[config.mk]
export PLATFORM = sky130hd
export DESIGN_NAME = apb4_master_flat
export DESIGN_NICKNAME = d
export VERILOG_FILES = /design/src/rtl/apb4_pkg.sv /design/src/rtl/apb4_master_if.sv /design/src/rtl/apb4_tmo_cnt.sv /design/src/rtl/apb4_master.sv /design/src/flat_wrapper.sv
export SDC_FILE = /design/constraint.sdc
export NUM_CORES = 1
export LEC_CHECK = 0
export CAP_MARGIN = 40
export CELL_PAD_IN_SITES_DETAIL_PLACEMENT = 0
export CELL_PAD_IN_SITES_GLOBAL_PLACEMENT = 1
export CORE_AREA = 2 2 131 133
export DETAILED_ROUTE_END_ITERATION = 7
export DIE_AREA = 0 0 133 135
export HOLD_SLACK_MARGIN = 0.15
export PLACE_DENSITY = 0.84
export SETUP_SLACK_MARGIN = 0.15
export SYNTH_ARGS = -nofsm -noshare
export SYNTH_HDL_FRONTEND = slang
export SYNTH_HIERARCHICAL = 1
export SYNTH_SLANG_ARGS = --single-unit
export TNS_END_PERCENT = 10
[constraint.sdc]
create_clock -name clk_i -period 2.6 [get_ports clk_i]
set_clock_uncertainty 0.15 [all_clocks]
set_input_delay 0.26 -clock clk_i [delete_from_list [all_inputs] [get_ports clk_i]]
set_output_delay 0.26 -clock clk_i [all_outputs]
set_load 0.005 [all_outputs]
[src/rtl/apb4_pkg.sv]
// Shared types and constants for the APB4 initiator and its timeout counter.
package apb4_pkg;

    localparam int PPROT_W = 3;

    typedef enum logic [1:0] {
        ST_IDLE   = 2'd0,
        ST_SETUP  = 2'd1,
        ST_ACCESS = 2'd2,
        ST_RESP   = 2'd3
    } apb4_mst_state_e;

    typedef struct packed {
        logic err;
        logic tmo;
    } apb4_rsp_flags_t;

endpackage

[src/rtl/apb4_master_if.sv]
// Request/response handshake plus APB4 bus signals of the initiator, seen from both ends.
interface apb4_master_if #(
    parameter int ADDR_WIDTH = 32,
    parameter int DATA_WIDTH = 32
);
    import apb4_pkg::*;

    logic                      req_valid_i;
    logic                      req_ready_o;
    logic [ADDR_WIDTH-1:0]     req_addr_i;
    logic                      req_write_i;
    logic [DATA_WIDTH-1:0]     req_wdata_i;
    logic [DATA_WIDTH/8-1:0]   req_wstrb_i;
    logic [PPROT_W-1:0]        req_prot_i;
    logic                      rsp_valid_o;
    logic                      rsp_ready_i;
    logic [DATA_WIDTH-1:0]     rsp_rdata_o;
    logic                      rsp_err_o;
    logic                      rsp_tmo_o;
    logic                      busy_o;
    logic [ADDR_WIDTH-1:0]     paddr_o;
    logic [PPROT_W-1:0]        pprot_o;
    logic                      psel_o;
    logic                      penable_o;
    logic                      pwrite_o;
    logic [DATA_WIDTH-1:0]     pwdata_o;
    logic [DATA_WIDTH/8-1:0]   pstrb_o;
    logic [DATA_WIDTH-1:0]     prdata_i;
    logic                      pready_i;
    logic                      pslverr_i;

    modport master (
        input  req_valid_i, req_addr_i, req_write_i, req_wdata_i, req_wstrb_i, req_prot_i,
        input  rsp_ready_i, prdata_i, pready_i, pslverr_i,
        output req_ready_o, rsp_valid_o, rsp_rdata_o, rsp_err_o, rsp_tmo_o, busy_o,
        output paddr_o, pprot_o, psel_o, penable_o, pwrite_o, pwdata_o, pstrb_o
    );

    modport slave (
        output req_valid_i, req_addr_i, req_write_i, req_wdata_i, req_wstrb_i, req_prot_i,
        output rsp_ready_i, prdata_i, pready_i, pslverr_i,
        input  req_ready_o, rsp_valid_o, rsp_rdata_o, rsp_err_o, rsp_tmo_o, busy_o,
        input  paddr_o, pprot_o, psel_o, penable_o, pwrite_o, pwdata_o, pstrb_o
    );

endinterface

[src/rtl/apb4_tmo_cnt.sv]
// Saturating ACCESS-phase wait counter; limit_hit_o flags the last permitted wait cycle.
module apb4_tmo_cnt #(
    parameter int TIMEOUT_CYCLES = 255
) (
    input  logic clk_i,
    input  logic rst_i,
    input  logic clr_i,
    input  logic en_i,
    output logic limit_hit_o
);

    localparam int CW = (TIMEOUT_CYCLES > 0) ? $clog2(TIMEOUT_CYCLES + 1) : 1;
    localparam logic [CW-1:0] SAT      = CW'(TIMEOUT_CYCLES);
    localparam logic [CW-1:0] LIMIT_M1 = (TIMEOUT_CYCLES > 0) ? CW'(TIMEOUT_CYCLES - 1) : '0;

    logic [CW-1:0] r_cnt;

    always_ff @(posedge clk_i) begin
        if (rst_i || clr_i) begin
            r_cnt <= '0;
        end else if (en_i && (r_cnt != SAT)) begin
            r_cnt <= r_cnt + CW'(1);
        end
    end

    // A zero limit disables the timeout entirely.
    assign limit_hit_o = (TIMEOUT_CYCLES != 0) && (r_cnt == LIMIT_M1);

endmodule

[src/rtl/apb4_master.sv]
// Single-outstanding APB4 initiator: valid/ready request in, SETUP/ACCESS on APB, response out.
module apb4_master
    import apb4_pkg::*;
#(
    parameter int ADDR_WIDTH     = 32,
    parameter int DATA_WIDTH     = 32,
    parameter int TIMEOUT_CYCLES = 255
) (
    input  logic           clk_i,
    input  logic           rst_i,
    apb4_master_if.master  bus
);

    localparam int STRB_W = DATA_WIDTH / 8;

    apb4_mst_state_e       r_state, w_state_nxt;
    logic [ADDR_WIDTH-1:0] r_paddr;
    logic                  r_pwrite;
    logic [DATA_WIDTH-1:0] r_pwdata;
    logic [STRB_W-1:0]     r_pstrb;
    logic [PPROT_W-1:0]    r_pprot;
    logic [DATA_WIDTH-1:0] r_rdata;
    apb4_rsp_flags_t       r_flags;

    logic w_req_ready, w_accept, w_tmo_hit, w_in_access;
    logic w_psel, w_penable, w_rsp_valid, w_busy;

    always_ff @(posedge clk_i) begin
        if (rst_i) r_state <= ST_IDLE;
        else       r_state <= w_state_nxt;
    end

    always_comb begin
        w_state_nxt = r_state;
        w_req_ready = 1'b0;
        w_psel      = 1'b0;
        w_penable   = 1'b0;
        w_rsp_valid = 1'b0;
        w_busy      = (r_state != ST_IDLE);
        unique case (r_state)
            ST_IDLE: begin
                w_req_ready = ~rst_i;
                if (bus.req_valid_i && !rst_i) w_state_nxt = ST_SETUP;
            end
            ST_SETUP: begin
                w_psel      = 1'b1;
                w_state_nxt = ST_ACCESS;
            end
            ST_ACCESS: begin
                w_psel    = 1'b1;
                w_penable = 1'b1;
                if (bus.pready_i || w_tmo_hit) w_state_nxt = ST_RESP;
            end
            ST_RESP: begin
                w_rsp_valid = 1'b1;
                if (bus.rsp_ready_i) w_state_nxt = ST_IDLE;
            end
            default: w_state_nxt = ST_IDLE;
        endcase
    end

    assign w_accept    = bus.req_valid_i & w_req_ready;
    assign w_in_access = (r_state == ST_ACCESS);

    // Reads drive zero data and strobes onto the bus.
    always_ff @(posedge clk_i) begin
        if (rst_i) begin
            r_paddr  <= '0;
            r_pwrite <= 1'b0;
            r_pwdata <= '0;
            r_pstrb  <= '0;
            r_pprot  <= '0;
        end else if (w_accept) begin
            r_paddr  <= bus.req_addr_i;
            r_pwrite <= bus.req_write_i;
            r_pwdata <= bus.req_write_i ? bus.req_wdata_i : '0;
            r_pstrb  <= bus.req_write_i ? bus.req_wstrb_i : '0;
            r_pprot  <= bus.req_prot_i;
        end
    end

    // A ready slave wins over a timeout landing in the same cycle.
    always_ff @(posedge clk_i) begin
        if (rst_i) begin
            r_rdata <= '0;
            r_flags <= '0;
        end else if (w_in_access) begin
            if (bus.pready_i) begin
                r_rdata <= r_pwrite ? '0 : bus.prdata_i;
                r_flags <= '{err: bus.pslverr_i, tmo: 1'b0};
            end else if (w_tmo_hit) begin
                r_rdata <= '0;
                r_flags <= '{err: 1'b1, tmo: 1'b1};
            end
        end
    end

    apb4_tmo_cnt #(
        .TIMEOUT_CYCLES (TIMEOUT_CYCLES)
    ) u_tmo_cnt (
        .clk_i       (clk_i),
        .rst_i       (rst_i),
        .clr_i       (r_state == ST_SETUP),
        .en_i        (w_in_access & ~bus.pready_i),
        .limit_hit_o (w_tmo_hit)
    );

    assign bus.req_ready_o = w_req_ready;
    assign bus.rsp_valid_o = w_rsp_valid;
    assign bus.rsp_rdata_o = r_rdata;
    assign bus.rsp_err_o   = r_flags.err;
    assign bus.rsp_tmo_o   = r_flags.tmo;
    assign bus.busy_o      = w_busy;
    assign bus.psel_o      = w_psel;
    assign bus.penable_o   = w_penable;
    assign bus.paddr_o     = r_paddr;
    assign bus.pwrite_o    = r_pwrite;
    assign bus.pwdata_o    = r_pwdata;
    assign bus.pstrb_o     = r_pstrb;
    assign bus.pprot_o     = r_pprot;

endmodule

[src/flat_wrapper.sv]
// flat-port wrapper written by rule: the top's interface ports become plain ports
module apb4_master_flat import apb4_pkg::*;
#(
    parameter int ADDR_WIDTH     = 32,
    parameter int DATA_WIDTH     = 32,
    parameter int TIMEOUT_CYCLES = 255
)
  (clk_i, rst_i, bus_req_valid_i, bus_req_addr_i, bus_req_write_i, bus_req_wdata_i, bus_req_wstrb_i, bus_req_prot_i, bus_rsp_ready_i, bus_prdata_i, bus_pready_i, bus_pslverr_i, bus_req_ready_o, bus_rsp_valid_o, bus_rsp_rdata_o, bus_rsp_err_o, bus_rsp_tmo_o, bus_busy_o, bus_paddr_o, bus_pprot_o, bus_psel_o, bus_penable_o, bus_pwrite_o, bus_pwdata_o, bus_pstrb_o);
  apb4_master_if #(.ADDR_WIDTH(ADDR_WIDTH), .DATA_WIDTH(DATA_WIDTH)) bus_i ();
  input  logic clk_i;
  input  logic rst_i;
  input wire logic [$bits(bus_i.req_valid_i)-1:0] bus_req_valid_i;
  input wire logic [$bits(bus_i.req_addr_i)-1:0] bus_req_addr_i;
  input wire logic [$bits(bus_i.req_write_i)-1:0] bus_req_write_i;
  input wire logic [$bits(bus_i.req_wdata_i)-1:0] bus_req_wdata_i;
  input wire logic [$bits(bus_i.req_wstrb_i)-1:0] bus_req_wstrb_i;
  input wire logic [$bits(bus_i.req_prot_i)-1:0] bus_req_prot_i;
  input wire logic [$bits(bus_i.rsp_ready_i)-1:0] bus_rsp_ready_i;
  input wire logic [$bits(bus_i.prdata_i)-1:0] bus_prdata_i;
  input wire logic [$bits(bus_i.pready_i)-1:0] bus_pready_i;
  input wire logic [$bits(bus_i.pslverr_i)-1:0] bus_pslverr_i;
  output wire logic [$bits(bus_i.req_ready_o)-1:0] bus_req_ready_o;
  output wire logic [$bits(bus_i.rsp_valid_o)-1:0] bus_rsp_valid_o;
  output wire logic [$bits(bus_i.rsp_rdata_o)-1:0] bus_rsp_rdata_o;
  output wire logic [$bits(bus_i.rsp_err_o)-1:0] bus_rsp_err_o;
  output wire logic [$bits(bus_i.rsp_tmo_o)-1:0] bus_rsp_tmo_o;
  output wire logic [$bits(bus_i.busy_o)-1:0] bus_busy_o;
  output wire logic [$bits(bus_i.paddr_o)-1:0] bus_paddr_o;
  output wire logic [$bits(bus_i.pprot_o)-1:0] bus_pprot_o;
  output wire logic [$bits(bus_i.psel_o)-1:0] bus_psel_o;
  output wire logic [$bits(bus_i.penable_o)-1:0] bus_penable_o;
  output wire logic [$bits(bus_i.pwrite_o)-1:0] bus_pwrite_o;
  output wire logic [$bits(bus_i.pwdata_o)-1:0] bus_pwdata_o;
  output wire logic [$bits(bus_i.pstrb_o)-1:0] bus_pstrb_o;
  assign bus_i.req_valid_i = bus_req_valid_i;
  assign bus_i.req_addr_i = bus_req_addr_i;
  assign bus_i.req_write_i = bus_req_write_i;
  assign bus_i.req_wdata_i = bus_req_wdata_i;
  assign bus_i.req_wstrb_i = bus_req_wstrb_i;
  assign bus_i.req_prot_i = bus_req_prot_i;
  assign bus_i.rsp_ready_i = bus_rsp_ready_i;
  assign bus_i.prdata_i = bus_prdata_i;
  assign bus_i.pready_i = bus_pready_i;
  assign bus_i.pslverr_i = bus_pslverr_i;
  assign bus_req_ready_o = bus_i.req_ready_o;
  assign bus_rsp_valid_o = bus_i.rsp_valid_o;
  assign bus_rsp_rdata_o = bus_i.rsp_rdata_o;
  assign bus_rsp_err_o = bus_i.rsp_err_o;
  assign bus_rsp_tmo_o = bus_i.rsp_tmo_o;
  assign bus_busy_o = bus_i.busy_o;
  assign bus_paddr_o = bus_i.paddr_o;
  assign bus_pprot_o = bus_i.pprot_o;
  assign bus_psel_o = bus_i.psel_o;
  assign bus_penable_o = bus_i.penable_o;
  assign bus_pwrite_o = bus_i.pwrite_o;
  assign bus_pwdata_o = bus_i.pwdata_o;
  assign bus_pstrb_o = bus_i.pstrb_o;
  apb4_master #(.ADDR_WIDTH(ADDR_WIDTH), .DATA_WIDTH(DATA_WIDTH), .TIMEOUT_CYCLES(TIMEOUT_CYCLES)) u_core (.clk_i(clk_i), .rst_i(rst_i), .bus(bus_i));
endmodule
Word level (Yosys, flattened, before mapping)
Index checks and enable logic that the tools add are counted.
- logic and storage cells: 49
- output and inout bits: 111
- register bits: 116
- $add $sub $neg: 1
- bitwise operators: 4
- reductions and logical operators: 11
- muxes and demuxes: 15
- equality and inequality tests: 8
- operators by type and width (kind ; number):
    $mux 32 ; 4
    $mux 2 ; 5
    $add 8x1->8 const B ; 1
    $eq 8x8->1 const B ; 1
    $ne 8x8->1 const B ; 1
    $pmux 2 s4 ; 1
    $eq 2x2->1 const B ; 2
    $mux 1 ; 4
    $mux 4 ; 1
    $ne 2x2->1 const B ; 2
    $reduce_bool 2->1 ; 2
    $reduce_and 3->1 ; 1
    $and 1x1->1 ; 2
    $eq 2x1->1 const B ; 1
    $logic_and 1x1->1 ; 2
    $logic_not 2->1 ; 1
    $logic_or 1x1->1 ; 2
    $ne 2x1->1 const B ; 1
    $not 1->1 ; 2
    $reduce_and 2->1 ; 1
    $reduce_or 2->1 ; 1
    $logic_not 1->1 ; 1

Logic depth before layout (Yosys ltp)
- depth in word-level cells: 4
- gate-level depth with buffers: 9
- depth with buffers taken out: 7

Cells and area by module
Netlist, hierarchy kept.
- by module, submodules not included (module ; seq. area each (um^2) ; cells each ; area an instance (um^2) ; instances):
    apb4_master ; 2162.1 ; 491 ; 4075.2 ; 1
    apb4_tmo_cnt ; 160.2 ; 50 ; 449.2 ; 1

Least setup slack after synthesis
No wires, ideal clock.
- path type: reg2reg
- start point: register u_core.r_state[0]
- end point: register u_core.u_tmo_cnt.r_cnt[5]
- slack: 0.724 ns
- arrival time: 1.654 ns
- setup time: 0.072 ns
- stages on the path, launching flop included: 7
- cells stage by stage: dfxtp_1 > inv_1 > ha_1 > nor2b_1 > nand3_2 > a2111oi_4 > mux2i_1
- cells in the longest elaborated chain, start to end: 3
- RTL lines (what ; line ; text):
    start: declaration ; apb4_master.sv:16 ; apb4_mst_state_e r_state, w_state_nxt;
    start signal: assignment ; apb4_master.sv:30 ; else r_state <= w_state_nxt;
    $eq 2x2->1 ; apb4_master.sv:63 ; assign w_in_access = (r_state == ST_ACCESS);
    $and 1x1->1 ; apb4_master.sv:104 ; .en_i (w_in_access & ~bus.pready_i),
    $logic_and 1x1->1 ; apb4_tmo_cnt.sv:21 ; end else if (en_i && (r_cnt != SAT)) begin
    end signal: assignment ; apb4_tmo_cnt.sv:22 ; r_cnt <= r_cnt + CW'(1);
    end: declaration ; apb4_tmo_cnt.sv:16 ; logic [CW-1:0] r_cnt;
Several ways; a longest one is shown, not always the timed one.
A chain may end at the register's enable or synchronous reset.

Worst setup path in the final report
- start point: register u_core.r_state[1]
- end point: output port bus_req_ready_o
- cells in the longest elaborated chain, start to end: 2
- RTL lines (what ; line ; text):
    $logic_not 2->1 ; apb4_master.sv:40 ; unique case (r_state)
    $mux 1 ; apb4_master.sv:40 ;
    end: declaration ; flat_wrapper.sv:22 ; output wire logic [$bits(bus_i.req_ready_o)-1:0] bus_req_ready_o;
Every way passes these cells.

==> results_dict.tcl <==
set metrics [dict create \
    outcome "finished, final reports clean" \
    crit_start "u_core/r_state[1]" \
    setup-tns-final_ns 0 \
    max_slew_margin_pct 64.4 \
    cp.required_ns 2.19 \
    powerDensity_mw_per_mm2 778 \
    syn_avg_cell_area_um2 8.36 \
    synthDistinctLibCells 34 \
    fin_crit_ns 2.28 \
    post_synth_instance_area_mm2 0.00452 \
    worstPathMaxFanout 4 \
    drive_above_1_share_pct 6.19 \
    nFillCells 1620 \
    crit_arrival_ns 1.87 \
    crit_family "buffers and inverters" \
    drv_slew 0 \
    clk_latency_ns 0.40 \
    fin_crit_sh_pct 87.5 \
    grt_pass1_vias 4314 \
    area_growth_pct 64.6 \
    die_y_um 135 \
    multi_input_area_mm2 0.00195 \
    io_buffers 220 \
    drc_errors 0 \
    ys_ff_latch 116 \
    grt_max_degree 65 \
    drt_iter0_drc 191 \
    gp_congestion 0.766 \
    setup-violations-final 0 \
    r2r_slack_ns 0.50 \
    reg2reg_from "u_core/r_state[0]" \
    synth_cells 541 \
    ios 221 \
    place_area_mm2 0.00686 \
    grt_pass1_wl_um 21700 \
    fp.dieW_um 133 \
    crit_slowest_cell "clkdlybuf4s50_1" \
    antenna_found_initial 0 \
    max-vdd-ir-drop_mv 0.422 \
    maxCapViolations 0 \
    leakage_nw 2.72 \
    end_kind "output pin" \
    p_total_w 0.00579 \
    seq_area_frac_synth_pct 51.3 \
    wl_per_cell_um 13.9 \
    critPathCapture "bus_req_ready_o" \
    path_class "register to output pin" \
    first_pass_iters 6 \
    num_antenna_cells 0 \
    grt_use_total_pct 15.1 \
    vias 4370 \
    finish.instance_area_mm2 0.00745 \
    path_depth 5 \
    path_common_cell "inv_1" \
    final_hold_viol_count 0 \
    cpPeakStageDelay_ns 0.54 \
    avgViaCountPerCell 4.46 \
    yosys_warnings 6 \
    clk_path_buf_depth 2 \
    hold_path.class "primary input to register" \
    seq_area_mm2 0.00232 \
    core_mm2 0.0164 \
    dieArea_mm2 0.0180 \
    numCtsBuffers 17 \
    rows 47 \
    startpoint_type "register" \
    clockRootBuffer "clkbuf_16" \
    grt_overflow 0 \
    layout_commonest_cell "clkdlybuf4s50_1" \
    instances_no_fill 979 \
    clock_sinks 116 \
    dp_cells 947 \
    postRouteAntennaNets 0 \
    reg2reg_depth 6 \
    final_nets 863 \
    cts_max_level 4 \
    cts_tree "built" \
    crit_chain "inv_1, ha_1, inv_1, nor2_1, clkdlybuf4s50_1" \
    rsz0062_at_grt "no" \
    wl_um 13600 \
    critPathBufInv 3 \
    mostFrequentLayoutCells "clkdlybuf4s50_1 (219), nand2_1 (145), dfxtp_1 (116)" \
    rr_endpoint "u_core/u_tmo_cnt/r_cnt[5]" \
    floorplan.initialDensity_pct 27.6 \
    syn-num-nets 657 \
    tightest_slew_ns 0.534 \
    cts_setup_buffers 0 \
    max_freq_ghz 0.439 \
    path_clk_slew_ns 0.06 \
    dp_hpwl_um 9150 \
]
[through the flow]
step / setup slack [ns] / hold WS, ns / utilization, %
after floorplan: 0.724 / 0.205 / -
after global routing: 0.178 / 0.234 / 45.4
after global placement: 0.516 / 0.287 / 41.8
final: 0.324 / 0.234 / 45.4
after CTS: 0.315 / 0.210 / 45.4
after detailed placement: 0.488 / 0.294 / 41.8
[worst min-delay path, delay by kind of cell]
family,cells,cell delay (ns)
AND/OR/NAND/NOR,2,0.09
buffers and inverters,1,0.39
[report_power, final]
part,internal (W),switching [W]
Sequential,0.00198,0.000113
Clock,0.00147,0.000803
Combinational,0.000752,0.000666
Total,0.00421,0.00158
[timing repair]
action                    in CTS  in global routing
gates resized for setup        0                  0
hold buffers                   1                  0
hold endpoints to repair      21                  0
[state kept, by name, indices dropped and copies added (netlist names)]
name	cells
u_core/r_state	2
u_core/bus.pwrite_o	1
u_core/bus.pstrb_o	4
u_core/bus.pwdata_o	32
u_core/bus.paddr_o	32
u_core/u_tmo_cnt/r_cnt	8
u_core/bus.rsp_err_o	1
u_core/bus.pprot_o	3
u_core/bus.rsp_rdata_o	32
u_core/bus.rsp_tmo_o	1
[kinds of logic after synthesis]
logic type                 share of synthesized area, %
DFF                                                51.3
AOI/OAI and AO/OA                                  10.9
and+or+nand+nor                                    29.4
muxes                                             0.885
buffers and inverters                              5.83
adders and majority gates                          1.66
[cells in the mapped netlist]
master	number	area [um^2]
o21a_1	2	15.0
o211a_1	1	10.0
or3_1	2	12.5
nand2_1	145	544
a41oi_1	1	8.76
nand2b_1	3	18.8
nor4_1	1	6.26
o21ai_0	3	15.0
and4_4	1	11.3
o31a_1	1	8.76
dfxtp_1	116	2320
nand3_2	1	10.0
a2111oi_4	1	27.5
a21oi_1	72	360
nand3_1	72	360
nor2_1	7	26.3
buf_6	3	33.8
buf_4	9	67.6
clkbuf_1	12	45.0
ha_1	6	75.1
o21ai_1	1	5.00
mux2i_1	4	40.0
inv_1	6	22.5
nand4_1	1	6.26
and3b_1	1	8.76
a211oi_1	4	30.0
or2_2	1	6.26
or3b_1	1	8.76
nand3b_1	37	278
buf_2	19	95.1
a31oi_1	2	12.5
and4_2	1	10.0
nor2b_1	2	12.5
nor3_1	2	10.0
[worst min-delay path by stage]
stage	from	depth (start not counted)	end	slack (ns)
final	bus_req_addr_i[12]	3	u_core/bus.paddr_o[12]	0.23
after global placement	u_core/bus.pwdata_o[3]	2	u_core/bus.pwdata_o[3]	0.29
after detailed placement	u_core/bus.rsp_rdata_o[2]	2	u_core/bus.rsp_rdata_o[2]	0.29
after CTS	bus_req_addr_i[12]	3	u_core/bus.paddr_o[12]	0.21
after global routing	bus_req_addr_i[0]	3	u_core/bus.paddr_o[0]	0.23
after floorplan	bus_pready_i	1	u_core/bus.rsp_tmo_o	0.20
[metal layers]
| metal | wire length, um | vias up | share of wire (%) | track usage (%) |
|---|---|---|---|---|
| li1 | - | 2242 | - | - |
| met4 | 225 | 0 | 1.7 | 5.62 |
| met1 | 6000 | 1967 | 44 | 18.2 |
| met2 | 6340 | 143 | 47 | 24.4 |
| met5 | 0 | - | 0 | 0 |
| met3 | 1050 | 18 | 7.7 | 5.74 |
[area by class of cell]
type	count	area share (%)
inverter	6	0.302
clock buffer	22	6.37
clock inverter	9	1.39
sequential	116	31.2
timing repair buffer	230	30.9
multi-input combinational	376	26.1
tap	220	3.70
Power figures use the tool's default switching activity.
